[src/rtl/seg_disp_pkg.sv]
// Shared constants for the multiplexed seven-segment scanner:
// hex-to-segment table (active-low, bit6 = g ... bit0 = a) and counter sizing.
package seg_disp_pkg;

    localparam logic [6:0] SEG_OFF = 7'h7F;

    localparam logic [6:0] HEX_SEG [16] = '{
        7'b1000000,  // 0
        7'b1111001,  // 1
        7'b0100100,  // 2
        7'b0110000,  // 3
        7'b0011001,  // 4
        7'b0010010,  // 5
        7'b0000010,  // 6
        7'b1111000,  // 7
        7'b0000000,  // 8
        7'b0010000,  // 9
        7'b0001000,  // A
        7'b0000011,  // b
        7'b1000110,  // C
        7'b0100001,  // d
        7'b0000110,  // E
        7'b0001110   // F
    };

    // Minimum width 1 so single-digit / trivial counters still get a real register.
    function automatic int cnt_width(input int n);
        return (n > 1) ? $clog2(n) : 1;
    endfunction

endpackage

[src/rtl/seg_hex_decode.sv]
// Nibble to active-low seven-segment pattern (bit6 = g ... bit0 = a).
module seg_hex_decode
    import seg_disp_pkg::*;
(
    input  logic [3:0] nibble,
    output logic [6:0] seg
);

    assign seg = HEX_SEG[nibble];

endmodule

[src/rtl/seg_scan_display.sv]
// Multiplexed common-anode hex display scanner with per-slot blanking,
// leading-zero suppression and frame-synchronous (tear-free) value updates.
module seg_scan_display
    import seg_disp_pkg::*;
#(
    parameter int DIGITS = 8,
    parameter int DIV    = 65536,
    parameter int BLANK  = 64
) (
    input  logic                  clk,
    input  logic                  rst_n,
    input  logic [4*DIGITS-1:0]   din,
    input  logic [DIGITS-1:0]     dp_in,
    input  logic                  load,
    input  logic                  lz_suppress,
    input  logic                  enable,
    output logic [DIGITS-1:0]     sel_seg,
    output logic [6:0]            seg7,
    output logic                  dp,
    output logic                  frame_done
);

    localparam int SLOT_W = cnt_width(DIV);
    localparam int IDX_W  = cnt_width(DIGITS);

    localparam logic [SLOT_W-1:0] SLOT_LAST = SLOT_W'(DIV - 1);
    localparam logic [SLOT_W-1:0] BLANK_END = SLOT_W'(BLANK);
    localparam logic [IDX_W-1:0]  IDX_LAST  = IDX_W'(DIGITS - 1);

    logic [4*DIGITS-1:0] shadow_nib;
    logic [DIGITS-1:0]   shadow_dp;
    logic                pending;
    logic [4*DIGITS-1:0] active_nib;
    logic [DIGITS-1:0]   active_dp;
    logic [SLOT_W-1:0]   slot_cnt;
    logic [IDX_W-1:0]    dig_idx;

    logic                slot_last;
    logic                frame_end;
    logic [3:0]          nib_arr [DIGITS];
    logic [3:0]          cur_nib;
    logic [6:0]          dec_seg;
    logic [DIGITS-1:0]   lz_mask;
    logic                upper_zero;
    logic [DIGITS-1:0]   sel_drive;

    assign slot_last = (slot_cnt == SLOT_LAST);
    assign frame_end = enable && slot_last && (dig_idx == IDX_LAST);

    always_ff @(posedge clk or negedge rst_n) begin
        if (!rst_n) begin
            shadow_nib <= '0;
            shadow_dp  <= '0;
            pending    <= 1'b0;
        end else begin
            if (load) begin
                shadow_nib <= din;
                shadow_dp  <= dp_in;
            end
            // A load on the boundary goes straight to active, so nothing stays pending.
            if (frame_end)
                pending <= 1'b0;
            else if (load)
                pending <= 1'b1;
        end
    end

    always_ff @(posedge clk or negedge rst_n) begin
        if (!rst_n) begin
            active_nib <= '0;
            active_dp  <= '0;
        end else if (frame_end) begin
            if (load) begin
                active_nib <= din;
                active_dp  <= dp_in;
            end else if (pending) begin
                active_nib <= shadow_nib;
                active_dp  <= shadow_dp;
            end
        end
    end

    always_ff @(posedge clk or negedge rst_n) begin
        if (!rst_n) begin
            slot_cnt <= '0;
            dig_idx  <= '0;
        end else if (!enable) begin
            slot_cnt <= '0;
            dig_idx  <= '0;
        end else if (slot_last) begin
            slot_cnt <= '0;
            dig_idx  <= (dig_idx == IDX_LAST) ? '0 : dig_idx + 1'b1;
        end else begin
            slot_cnt <= slot_cnt + 1'b1;
        end
    end

    for (genvar g = 0; g < DIGITS; g++) begin : g_nib
        assign nib_arr[g] = active_nib[4*g +: 4];
    end

    assign cur_nib = nib_arr[dig_idx];

    seg_hex_decode u_decode (
        .nibble (cur_nib),
        .seg    (dec_seg)
    );

    // lz_mask[i] set when nibbles i..DIGITS-1 are all zero; digit 0 always shown.
    always_comb begin
        lz_mask    = '0;
        upper_zero = 1'b1;
        for (int i = DIGITS - 1; i >= 1; i--) begin
            upper_zero = upper_zero & (active_nib[4*i +: 4] == 4'h0);
            lz_mask[i] = upper_zero;
        end
    end

    assign sel_drive = ~(DIGITS'(1) << dig_idx);

    always_ff @(posedge clk or negedge rst_n) begin
        if (!rst_n) begin
            sel_seg    <= '1;
            seg7       <= SEG_OFF;
            dp         <= 1'b1;
            frame_done <= 1'b0;
        end else begin
            frame_done <= frame_end;
            if (enable && (slot_cnt >= BLANK_END)) begin
                sel_seg <= sel_drive;
                seg7    <= (lz_suppress && lz_mask[dig_idx]) ? SEG_OFF : dec_seg;
                dp      <= ~active_dp[dig_idx];
            end else begin
                sel_seg <= '1;
                seg7    <= SEG_OFF;
                dp      <= 1'b1;
            end
        end
    end

endmodule

[config.mk]
export PLATFORM = sky130hd
export DESIGN_NAME = seg_scan_display
export DESIGN_NICKNAME = d
export VERILOG_FILES = /design/src/rtl/seg_disp_pkg.sv /design/src/rtl/seg_hex_decode.sv /design/src/rtl/seg_scan_display.sv
export SDC_FILE = /design/constraint.sdc
export NUM_CORES = 1
export LEC_CHECK = 0
export ABC_AREA = 0
export CAP_MARGIN = 20
export CORE_UTILIZATION = 47
export CTS_CLUSTER_SIZE = 12
export DETAILED_ROUTE_END_ITERATION = 10
export HOLD_SLACK_MARGIN = 0.15
export PLACE_DENSITY = 0.68
export SLEW_MARGIN = 20
export SYNTH_ARGS = -nofsm -noshare
export SYNTH_HDL_FRONTEND = slang
export SYNTH_HIERARCHICAL = 1
export SYNTH_SLANG_ARGS = --single-unit
[constraint.sdc]
create_clock -name clk -period 3.65 [get_ports clk]
set_clock_uncertainty 0.05 [all_clocks]
set_input_delay 0.365 -clock clk [delete_from_list [all_inputs] [get_ports clk]]
set_output_delay 0.365 -clock clk [all_outputs]
set_load 0.005 [all_outputs]
## After elaboration in Yosys (flattened, before gate mapping)

Memory sizes are Yosys's and may differ from the RTL's.
Cells that the tools add are included.

| word-level totals | value |
|---|---|
| output and inout port bits | 17 |
| logic and storage cells | 70 |
| bits of input ports | 45 |
| ROM bits | 112 |
| memories | 1 |
| bits in registers | 117 |

Memory list:

| name | words | width | read ports | clocked after memory_dff | wr ports | line | RTL |
|---|---|---|---|---|---|---|---|
| (no name shown) | 16 | 7 | 1 | 0 | 0 | seg_hex_decode.sv:9 | `assign seg = HEX_SEG[nibble];` |

| operators by class | value |
|---|---|
| mux-type cells | 24 |
| eq/ne operators | 3 |
| reduce and logical (&&, ||, !) cells | 14 |
| bitwise gates (word level) | 10 |
| shift-type cells | 1 |
| $lt $le $gt $ge | 4 |
| add/subtract/negate cells | 2 |

Operator list:

| cell | count |
|---|---|
| 32-bit 2-to-1 mux | 2 |
| 16-bit 2-to-1 mux | 2 |
| 4-bit logical NOT | 7 |
| 7-bit 2-to-1 mux | 4 |
| 8-bit 2-to-1 mux | 3 |
| 16-bit by 1-bit adder with 16-bit output, second input constant | 1 |
| 16-bit == test, second input constant | 1 |
| 16-bit by 7-bit greater-or-equal comparator with 1-bit output, second input constant | 1 |
| 4-bit binary-select mux with 3-bit select | 1 |
| 3-bit 2-to-1 mux | 3 |
| 4-bit 2-to-1 mux | 2 |
| 8-bit NOT | 1 |
| 1-bit by 3-bit << shifter with 8-bit output, first input constant | 1 |
| 1-bit AND | 6 |
| 1-bit binary-select mux with 3-bit select | 2 |
| 5-bit greater-or-equal comparator, second input constant | 1 |
| 1-bit 2-to-1 mux | 5 |
| 4-bit NOT with 5-bit output | 1 |
| 4-bit greater-or-equal comparator, second input constant | 1 |
| 1-bit logical AND | 4 |
| 3-bit by 4-bit less-than comparator with 1-bit output, second input constant | 1 |
| 3-bit NOT with 4-bit output | 1 |
| 2-bit nonzero test | 2 |
| 3-bit by 1-bit adder with 3-bit output, second input constant | 1 |
| 4 further kinds | 4 |

## Logic depth before layout (Yosys ltp)

| depth | value |
|---|---|
| depth in word-level cells | 12 |
| mapped depth | 12 |
| mapped depth without buffers | 10 |

## Cells and area by module

Netlist, hierarchy kept.

By module, submodules not included:

| module | sequential area each (um^2) | area an instance (um^2) | cells an instance | times used |
|---|---|---|---|---|
| seg_scan_display | 2947.8 | 5112.4 | 378 | 1 |
| seg_hex_decode | 0.0 | 269.0 | 33 | 1 |

## Least setup slack after synthesis

OpenSTA, ideal clock, no wires.

| path | value |
|---|---|
| path type | reg2reg |
| start point | register dig_idx[0] |
| end point | register seg7[3] |
| data required time | 3511 ps |
| period minus slack after synthesis | 2848 ps |
| setup time | 89 ps |
| arrival | 2709 ps |
| setup slack | 802 ps |
| path buffers | 2 |
| cell stages (with the launch flop) | 12 |
| path through | dfrtp_1 buf_2 buf_1 mux4_2 nand2_1 nand2_1 inv_1 ha_1 inv_1 mux4_2 nor3_1 a22oi_1 |

| on the way | value |
|---|---|
| longest elaborated chain between the ends | 10 |
| elaborated cells on any way between the ends | 13 |
| classes of those cells | mux (9); bitwise (2); reduce/logical (1); memory (1) |

Ends and longest elaborated chain:

| what | line | RTL |
|---|---|---|
| start, declared | seg_scan_display.sv:36 | `logic [IDX_W-1:0] dig_idx;` |
| start signal, assigned | seg_scan_display.sv:92 | `dig_idx <= (dig_idx == IDX_LAST) ? '0 : dig_idx + 1'b1;` |
| 3-bit NOT with 4-bit output (implied by the code) | seg_scan_display.sv:102 | `assign cur_nib = nib_arr[dig_idx];` |
| 4-bit binary-select mux with 3-bit select | seg_scan_display.sv:102 |  |
| 4-bit 2-to-1 mux (implied by the code) (2 in series) | seg_scan_display.sv:102 |  |
| named net cur_nib[0] | seg_scan_display.sv:41 | `logic [3:0] cur_nib;` |
| 4-bit NOT with 5-bit output (implied by the code) | seg_hex_decode.sv:9 |  |
| memory read 16 x 7 bit | n/a |  |
| 7-bit 2-to-1 mux (implied by the code) (2 in series) | seg_hex_decode.sv:9 |  |
| named net dec_seg[3] | seg_scan_display.sv:42 | `logic [6:0] dec_seg;` |
| 7-bit 2-to-1 mux | seg_scan_display.sv:131 | `seg7 <= (lz_suppress && lz_mask[dig_idx]) ? SEG_OFF : dec_seg;` |
| 7-bit 2-to-1 mux | seg_scan_display.sv:129 | `if (enable && (slot_cnt >= BLANK_END)) begin` |
| end signal, assigned | seg_scan_display.sv:131 |  |
| end, declared | seg_scan_display.sv:18 | `output logic [6:0] seg7,` |

The timed path passes the listed nets, and every way through them passes these cells. The select of a mux whose other input is x is not followed.
A chain may end at the register's enable or synchronous reset.

## Worst setup path in the final report

Same ends and word-level chain as after synthesis.

==> metrics.md <==
| Metric | Value |
|---|---|
| Outcome | `finished, final reports clean` |
| Slew Limit Fails | `0` |
| Ys Warns | `6` |
| Post-synth cell types | `45` |
| Non-filler instance count after layout | `about 630` |
| TritonCTS sink count | `about 120` |
| Synth top area cells | `dfrtp_1 47%, mux2_2 14%, dfstp_2 7.8%` |
| Post-DP HPWL | `7260 um` |
| Crit path DAT | `around 3.2 ns` |
| Worst-case hold path end point | `shadow_nib[29]` |
| Die height | `about 110 um` |
| Core area | `approximately 11000 um2` |
| Hold Path Class | `register to register` |
| Die width | `roughly 110 um` |
| WP data required | `~3.9 ns` |
| Final wirelength | `between 10000 and 15000 um` |
| Critical path launch point type | `register` |
| Root buffer cell | `clkbuf_16` |
| Total iterations of the first detailed-routing run | `5` |
| CTS Buf Count | `17` |
| Max frequency | `346 MHz` |
| Crit Path Class | `register to register` |
| Synth Register Bits | `between 100 and 150` |
| Count of final setup violators | `0` |
| Power per cell area | `~480 nW/um2` |
| Number of global-route vias before repair | `approximately 3500` |
| Most common cell in the synthesized netlist | `dfrtp_1` |
| Reg2reg setup slack | `approximately 0.76 ns` |
| DRT antenna net count | `0` |
| Wire length per cell | `16.7 um` |
| Cell Rows | `38` |
| Number of I/O port buffers | `61` |
| Vias | `about 3500` |
| Grt ovf | `0` |
| Via density | `~5.5` |
| Ys flop type | `dfrtp_1` |
| Ant diodes | `0` |
| Mapped Area | `5380 um2` |
| Layout cells sized above 1 | `28.7%` |
| Worst-Margin Slew | `~0.94 ns` |
| Clk Latency, worst-skew pair | `0.41 ns` |
| Drt drc | `0` |
| Inst Count DP | `approximately 600` |
| Async SR Flop Fraction | `100%` |
| Iter 0 DRT Violations | `147` |
| Syn avg cell area | `between 10 and 15 um2` |
| Setup TNS | `0 ns` |
| Largest net degree at the start of global routing | `75` |
| H-tree depth | `4` |
| Starting Density | `between 40 and 50%` |
| Crit end category | `register` |
| Hold Crit Depth | `1` |
| Initial antenna violation count | `0` |
| Final Hold Vio Count | `0` |
| Gr usage total | `20.1%` |
| First-pass GRT wire length | `between 15000 and 20000 um` |
| RSZ-0062 raised after global routing | `false` |
| Slew Limit Headroom | `between 30% and 40%` |
| Final period utilization | `79.2%` |
| CTS max path bufs | `2` |
| Max-cap violations | `0` |
| Crit Reg-Reg Startpoint | `dig_idx[0]` |
| Setup bufs post-CTS | `0` |
| Final min period | `approximately 2.9 ns` |
| Register area share after synthesis | `around 55%` |
| RD Place Congestion | `just over 0.8` |
| R2R Path End | `seg7[3]` |
| Clock transition at path regs | `approximately 0.060 ns` |
| Post-synth EDFFs | `0` |
| CP Max Fanout | `13` |
| Fin nets | `539` |
| Top-Level Pins | `62` |
| Syn Inst Count | `a little over 400` |
| Post-synth top cells | `101 x dfrtp_1, 69 x mux2_2, 29 x nand2_1, 28 x nor2_1, 16 x dfstp_2` |
| Die area | `roughly 12000 um2` |
| Area grow syn2layout | `24.8%` |
| Pleak | `2.95 nW` |
| CTS tree | `yes` |
| Syn nets | `471` |
| Worst-case reg-to-reg path depth | `9` |
| Hold_sp | `shadow_nib[29]` |
| Top cell type's share of synthesized area | `47.0%` |
| Top cell type by total area after synthesis | `dfrtp_1` |
| Worst VDD drop | `between 200 and 300 uV` |
## worst max path at each step
stage                     from      end  slack, ns  cells after the start
global route        dig_idx[0]  seg7[3]       0.55                      9
floorplan           dig_idx[0]  seg7[3]       0.80                     11
CTS                 dig_idx[0]  seg7[3]       0.74                      9
global placement    dig_idx[0]  seg7[3]       0.88                      9
finish              dig_idx[0]  seg7[3]       0.76                      9
detailed placement  dig_idx[0]  seg7[3]       0.75                      9
## worst max-delay path, cell delays in order (launching register included)
cell	delay (ns)
dfrtp_1	0.78
mux4_2	0.59
nand2_1	0.09
nand2_1	0.16
inv_1	0.18
ha_1	0.16
inv_1	0.05
mux4_2	0.46
nor3_1	0.18
a22oi_1	0.10
## logic make-up (layout without fill, tap and decap cells)
logic type / after synthesis / count (layout) / share of synthesized area, %
mux: 97 / 97 / 22.5
xor+xnor: 11 / 11 / 1.79
compound gates: 30 / 30 / 4.09
simple gates: 109 / 109 / 10.2
buf+inv: 32 / 113 / 3.16
fa+ha+maj: 15 / 15 / 3.49
flops: 117 / 117 / 54.8
## placed cells by master, fill, tap and decap left out, types with 2 or more instances in the layout
master	netlist	routed
nand2b_1	2	2
dfstp_2	16	16
mux4_2	11	11
xnor2_1	4	4
mux2_2	69	69
o21ai_1	2	2
or4_1	3	3
nand2_1	29	29
or3_1	2	2
mux2_1	11	11
clkbuf_16	0	17
ha_1	15	15
nand3_1	11	11
and3_1	2	2
clkbuf_1	6	2
and4_1	3	3
dfrtp_1	101	101
o21ai_0	6	6
clkinv_2	0	4
nor3_1	8	8
inv_1	11	11
nand4_1	8	8
nor2_1	28	28
o22ai_1	2	2
a22oi_1	7	7
clkinvlp_4	0	2
buf_4	3	9
clkdlybuf4s50_1	0	59
nor4_1	8	8
xor2_1	7	7
bufinv_16	0	4
clkinv_4	0	2
mux2i_1	6	6
a21oi_1	4	4
## per-layer routing
layer	GRT usage [%]	routed length (um)	up-vias	share of wire, %
met1	26.9	4950	1773	47
met2	31.8	5080	70	48
met3	4.78	384	14	3.6
met4	7.63	143	0	1.4
met5	0	0	-	0
li1	-	-	1614	-
## metrics by stage
stage | util (%) | power, W | hold WS [ns] | instance area (um2) | setup slack (ns)
global placement | 55.5 | 0.00154 | 0.429 | 6090 | 0.881
detailed placement | 55.5 | 0.00155 | 0.433 | 6090 | 0.747
floorplan | - | 0.00145 | 0.0194 | 5380 | 0.802
global route | 61.1 | 0.00336 | 0.457 | 6720 | 0.552
CTS | 61.1 | 0.00329 | 0.445 | 6720 | 0.744
finish | 61.1 | 0.00326 | 0.441 | 6720 | 0.759
## final cells by class
type,instances,area (um2)
fillers,874,4270
flip-flops and latches,117,2950
multi-input cells,262,2260
repair buffers,70,673
clock buffers,19,433
clock inverters,13,181
well taps,140,175
inverters,11,41.3
## what timing repair did
| item | in CTS | in global routing |
|---|---|---|
| endpoints found under the hold margin | 70 | 0 |
| hold buffers | 1 | 0 |
| gates resized for setup | 0 | 0 |
## flip-flops by register name, summed over array words and instances, names as in the netlist
| name | cells |
|---|---|
| pending | 1 |
| sel_seg | 8 |
| active_nib | 32 |
| frame_done | 1 |
| dig_idx | 3 |
| active_dp | 8 |
| shadow_nib | 32 |
| slot_cnt | 16 |
| dp | 1 |
| shadow_dp | 8 |
| seg7 | 7 |
## power breakdown
| part | total [W] | internal [W] | switching [W] |
|---|---|---|---|
| Combinational | 0.000162 | 0.0000888 | 0.0000734 |
| Sequential | 0.00136 | 0.00135 | 0.0000156 |
| Clock | 0.00173 | 0.00114 | 0.000592 |
Power figures use the tool's default switching activity.
